===== src/rtl/pe_output_arbiter.sv =====
// pe_output_arbiter
// Shares one NI injection port among NUM_PE processing elements. A rotating
// priority pointer picks one valid PE per cycle, and its flit is captured in a
// single output register that can refill in the same cycle it drains. Every PE
// that is not picked sees ready low, which stalls its pipeline.

module pe_output_arbiter #(
  parameter int NUM_PE      = 4,
  parameter int PACKET_SIZE = 32,
  parameter int GNT_W       = (NUM_PE > 1) ? $clog2(NUM_PE) : 1
) (
  input  logic                          clk,
  input  logic                          rst,
  input  logic [NUM_PE-1:0]             PE_ARB_valid,
  input  logic [NUM_PE*PACKET_SIZE-1:0] PE_ARB_packet,
  output logic [NUM_PE-1:0]             PE_ARB_ready,
  input  logic                          NI_ready,
  output logic                          ARB_NI_valid,
  output logic [PACKET_SIZE-1:0]        ARB_NI_packet,
  output logic [GNT_W-1:0]              ARB_grant
);

  localparam logic [GNT_W-1:0] LAST_IDX = GNT_W'(NUM_PE - 1);

  logic [GNT_W-1:0]       ptr_q, ptr_d;
  logic [GNT_W-1:0]       grant_q, grant_d;
  logic                   valid_q, valid_d;
  logic [PACKET_SIZE-1:0] packet_q, packet_d;

  logic [GNT_W-1:0]       winner;
  logic [GNT_W-1:0]       hi_idx, lo_idx;
  logic                   found_hi;
  logic                   any_valid;
  logic                   accept;
  logic                   pe_xfer;
  logic [PACKET_SIZE-1:0] sel_packet;

  // Cyclic search from ptr: lowest valid index at or above ptr wins; otherwise
  // wrap around to the lowest valid index overall.
  always_comb begin
    found_hi  = 1'b0;
    any_valid = 1'b0;
    hi_idx    = '0;
    lo_idx    = '0;
    for (int i = NUM_PE - 1; i >= 0; i--) begin
      if (PE_ARB_valid[i]) begin
        any_valid = 1'b1;
        lo_idx    = GNT_W'(i);
        if (GNT_W'(i) >= ptr_q) begin
          found_hi = 1'b1;
          hi_idx   = GNT_W'(i);
        end
      end
    end
    winner = found_hi ? hi_idx : lo_idx;
  end

  // Handshake: the output stage can take a flit when empty or draining, and
  // only the winner sees ready; reset forces every ready low.
  always_comb begin
    accept       = !valid_q || NI_ready;
    pe_xfer      = rst && any_valid && accept;
    PE_ARB_ready = '0;
    sel_packet   = '0;
    for (int i = 0; i < NUM_PE; i++) begin
      if (winner == GNT_W'(i)) begin
        PE_ARB_ready[i] = pe_xfer;
        sel_packet      = PE_ARB_packet[i*PACKET_SIZE +: PACKET_SIZE];
      end
    end
  end

  // Output-stage and pointer next state: load on a PE transfer, clear valid on
  // a drain with no refill, otherwise hold (including NI stall).
  always_comb begin
    valid_d  = valid_q;
    packet_d = packet_q;
    grant_d  = grant_q;
    ptr_d    = ptr_q;
    if (pe_xfer) begin
      valid_d  = 1'b1;
      packet_d = sel_packet;
      grant_d  = winner;
      ptr_d    = (winner == LAST_IDX) ? '0 : winner + GNT_W'(1);
    end else if (valid_q && NI_ready) begin
      valid_d = 1'b0;
    end
  end

  // State registers with synchronous active-low reset; a held flit is dropped.
  always_ff @(posedge clk) begin
    if (!rst) begin
      valid_q  <= 1'b0;
      packet_q <= '0;
      grant_q  <= '0;
      ptr_q    <= '0;
    end else begin
      valid_q  <= valid_d;
      packet_q <= packet_d;
      grant_q  <= grant_d;
      ptr_q    <= ptr_d;
    end
  end

  assign ARB_NI_valid  = valid_q;
  assign ARB_NI_packet = packet_q;
  assign ARB_grant     = grant_q;

endmodule


===== config.mk =====
export PLATFORM = sky130hd
export DESIGN_NAME = pe_output_arbiter
export DESIGN_NICKNAME = d
export VERILOG_FILES = /design/src/rtl/pe_output_arbiter.sv
export SDC_FILE = /design/constraint.sdc
export NUM_CORES = 1
export LEC_CHECK = 0
export CAP_MARGIN = 10
export CORE_ASPECT_RATIO = 0.6
export CORE_MARGIN = 2
export CORE_UTILIZATION = 28
export DETAILED_ROUTE_END_ITERATION = 16
export PLACE_DENSITY = 0.67
export SLEW_MARGIN = 20
export SYNTH_ARGS = -nofsm -noshare
export SYNTH_HDL_FRONTEND = slang
export SYNTH_SLANG_ARGS = --single-unit

===== constraint.sdc =====
create_clock -name clk -period 3.3 [get_ports clk]
set_input_delay 0.66 -clock clk [delete_from_list [all_inputs] [get_ports clk]]
set_output_delay 0.66 -clock clk [all_outputs]
set_load 0.01 [all_outputs]

==> metrics.yaml <==
io_buffers: 173
synth_top_area_share_pct: 30.6
utilization_pct: 51.8
worstPathMaxFanout: 3
synth_top_area_cell: "dfxtp_1"
ir_drop_mv: 0.202
grt_pass1_wl_um: 14200
cts_tree: "done"
ys_ff_latch: 37
gp_congestion: 0.795
end_kind: "output pin"
rrSetupSlack_ns: 0.80
startpoint_type: "input port"
synth.top_cells.by_area: "dfxtp_1 (31%), a21oi_1 (15%), a221oi_1 (12%), a211o_1 (11%), a21oi_2 (9.1%)"
cts_buffers: 5
num-nets-final: 599
holdPathStages: 2
yosys_most_used_dff: "dfxtp_1"
grt_pass1_vias: 2920
r2r-end: "ARB_NI_packet[26]"
ys_async_sr_fraction_pct: 0
maxClockFrequency_ghz: 0.315
pwr-share-seq_pct: 27.1
fin_crit_sh_pct: 96.1
antennaDiodeCount: 0
r2r-start: "ptr_q[0]"
grt_setup_unrepaired: "no"
slew_violations: 0
synth_xor_area_share_pct: 0
fp.dieH_um: 76.0
dr.first_iter.drc_count: 97
synth_fa_ha_area_share_pct: 2.07
p_sw_mw: 0.778
pwr-share-comb_pct: 52.6
worst-setup-path-type: "in2out"
synth_commonest_cells: "a21oi_1 (71), dfxtp_1 (37), inv_1 (34), a221oi_1 (32), a211o_1 (31)"
drtAntennaViolNets: 0
synth_top_family_by_area: "compound AO/OA/AOI/OAI gates"
p_clk_share_pct: 20.3
ys_seq_area_share_pct: 30.6
worstMarginPinSlew_ns: 0.653
dieArea_mm2: 0.00942
wire_per_inst_um: 16.6
synth_edf_count: 0
antenna_found_initial: 0
syn_avg_cell_area_um2: 8.06
syn_to_final_growth_pct: 81.3
cts-root-buf: "clkbuf_16"
worstRegToRegCells: 11
wl_um: 9480
fillers: 823
syn_area_mm2: 0.00242
clock_latency_ns: 0.27
synthMuxAreaShare_pct: 0
synthSimpleGateAreaFrac_pct: 6.57
dp_hpwl_um: 6730
maxCapViolCount: 0
grt_max_degree: 65
clock_path_buffers: 2
grt_overflow: 0
p_int_mw: 1.47
hold_violations: 0
cts.sinks: 37
maxSlewHeadroom_pct: 56.4
netlist_instances: 300
hold_class: "reg2reg"
syn_nets: 439
total_power_mw: 2.25
p_sw_share_pct: 34.6
first_pass_iters: 5
yosysWarnings: 0
outcome: "finished clean"
track_usage_pct: 19.3
dieWidth_um: 124
fin_setup_tns_ns: 0
drive_gt1_share_pct: 11.1
vias: 2948
powerDensity_mw_per_mm2: 513
worstPathArrival_ns: 2.51
core_mm2: 0.00846
via_per_inst: 5.14
fin_crit_ns: 3.17
synth-compound-area-share_pct: 48.3
io_pins: 174
synth.most_common_cell: "a21oi_1"
required_ns: 2.64
start_util_pct: 28.6
min_to: "ARB_grant[0]"
h-tree-depth: 2
p_leak_nw: 1.78
clkSlewWorstSetupHoldPaths_ns: 0.05
ys_types: 27
finClkSkew_ns: 0.00183
placementRows: 26
drc: 0
finalSetupViolCount: 0
min_from: "ARB_grant[0]"
==> state kept, by name (all words and copies together) (netlist names) <==
name           count
ARB_NI_packet     32
ptr_q              2
ARB_NI_valid       1
ARB_grant          2
==> repair_timing <==
action,in CTS,in global routing
buffers inserted,0,0
setup endpoints to repair,4,1
hold buffers,0,0
pin swaps,1,0
endpoints found under the hold margin,0,0
resized for setup,5,1
==> final cells by class <==
class | instances | area [um^2] | area share [%]
Clock buffer | 8 | 136 | 3.11
Inverter | 34 | 128 | 2.91
Multi-Input combinational cell | 196 | 1390 | 31.7
Sequential cell | 37 | 741 | 16.9
Tap cell | 112 | 140 | 3.20
Timing Repair Buffer | 186 | 1850 | 42.2
==> power by group through the flow <==
stage	clock network [mW]	logic (mW)	registers, mW
3_5_place_dp	0	1.19	0.617
4_1_cts	0.475	1.19	0.608
2_1_floorplan	0	0.599	0.655
5_1_grt	0.497	1.30	0.620
3_3_place_gp	0	1.17	0.612
6_report	0.457	1.18	0.608
==> worst max path at each step <==
| stage | slack, ns | from | depth (start not counted) | endpoint |
|---|---|---|---|---|
| CTS | 0.13 | PE_ARB_valid[2] | 9 | PE_ARB_ready[0] |
| global placement | -0.06 | PE_ARB_valid[2] | 9 | PE_ARB_ready[0] |
| detailed placement | -0.12 | PE_ARB_valid[2] | 9 | PE_ARB_ready[0] |
| finish | 0.13 | PE_ARB_valid[2] | 9 | PE_ARB_ready[0] |
| global route | 0.009 | PE_ARB_valid[3] | 12 | ARB_NI_packet[26] |
| floorplan | 0.43 | PE_ARB_valid[2] | 7 | PE_ARB_ready[1] |
==> stage by stage <==
| step | cell area, um^2 | worst slack (ns) | hold WS, ns | cells |
|---|---|---|---|---|
| 2_1_floorplan | 2420 | 0.428 | 0.463 | 300 |
| 3_3_place_gp | 4240 | -0.0588 | 0.464 | 565 |
| 3_5_place_dp | 4240 | -0.122 | 0.469 | 565 |
| 4_1_cts | 4380 | 0.134 | 0.481 | 573 |
| 5_1_grt | 4380 | 0.00919 | 0.513 | 573 |
| 6_report | 4380 | 0.129 | 0.481 | 573 |
==> worst max-delay path: stages <==
cell             delay, ns
clkdlybuf4s50_1       0.49
nor2b_1               0.18
a21boi_0              0.19
o32ai_1               0.11
buf_4                 0.15
buf_4                 0.13
ha_1                  0.19
and2_1                0.13
dlygate4sd2_1         0.28
==> cells by family after synthesis <==
kind of cell	Yosys count
AOI/OAI and AO/OA	166
adders and majority gates	4
buffers and inverters	67
DFF	37
and+or+nand+nor	26
==> metal layers <==
| layer | vias to the layer above | part of all wire [%] | GRT usage [%] |
|---|---|---|---|
| met4 | 0 | 0.55 | 3.37 |
| met1 | 1365 | 41 | 23.1 |
| met2 | 146 | 44 | 32.9 |
| li1 | 1432 | - | - |
| met3 | 5 | 14 | 7.93 |
| met5 | - | 0 | 0 |
==> cell usage in the layout, fill, tap and decap left out, types with 2 or more instances in the layout <==
master | Yosys | layout
nor2b_1 | 7 | 6
and2_1 | 4 | 4
dlygate4sd2_1 | 0 | 4
nand3_1 | 4 | 4
clkbuf_16 | 0 | 5
buf_4 | 1 | 10
ha_2 | 0 | 2
clkbuf_1 | 18 | 3
o21ai_0 | 4 | 4
a21oi_1 | 71 | 71
ha_1 | 4 | 2
clkdlybuf4s50_1 | 0 | 168
a221oi_1 | 32 | 32
nand2_1 | 3 | 3
buf_12 | 0 | 2
nor2_1 | 2 | 2
a211o_1 | 31 | 31
inv_1 | 34 | 34
a21oi_2 | 25 | 25
dfxtp_1 | 37 | 37
No activity file was read; power rests on OpenSTA's default activity.
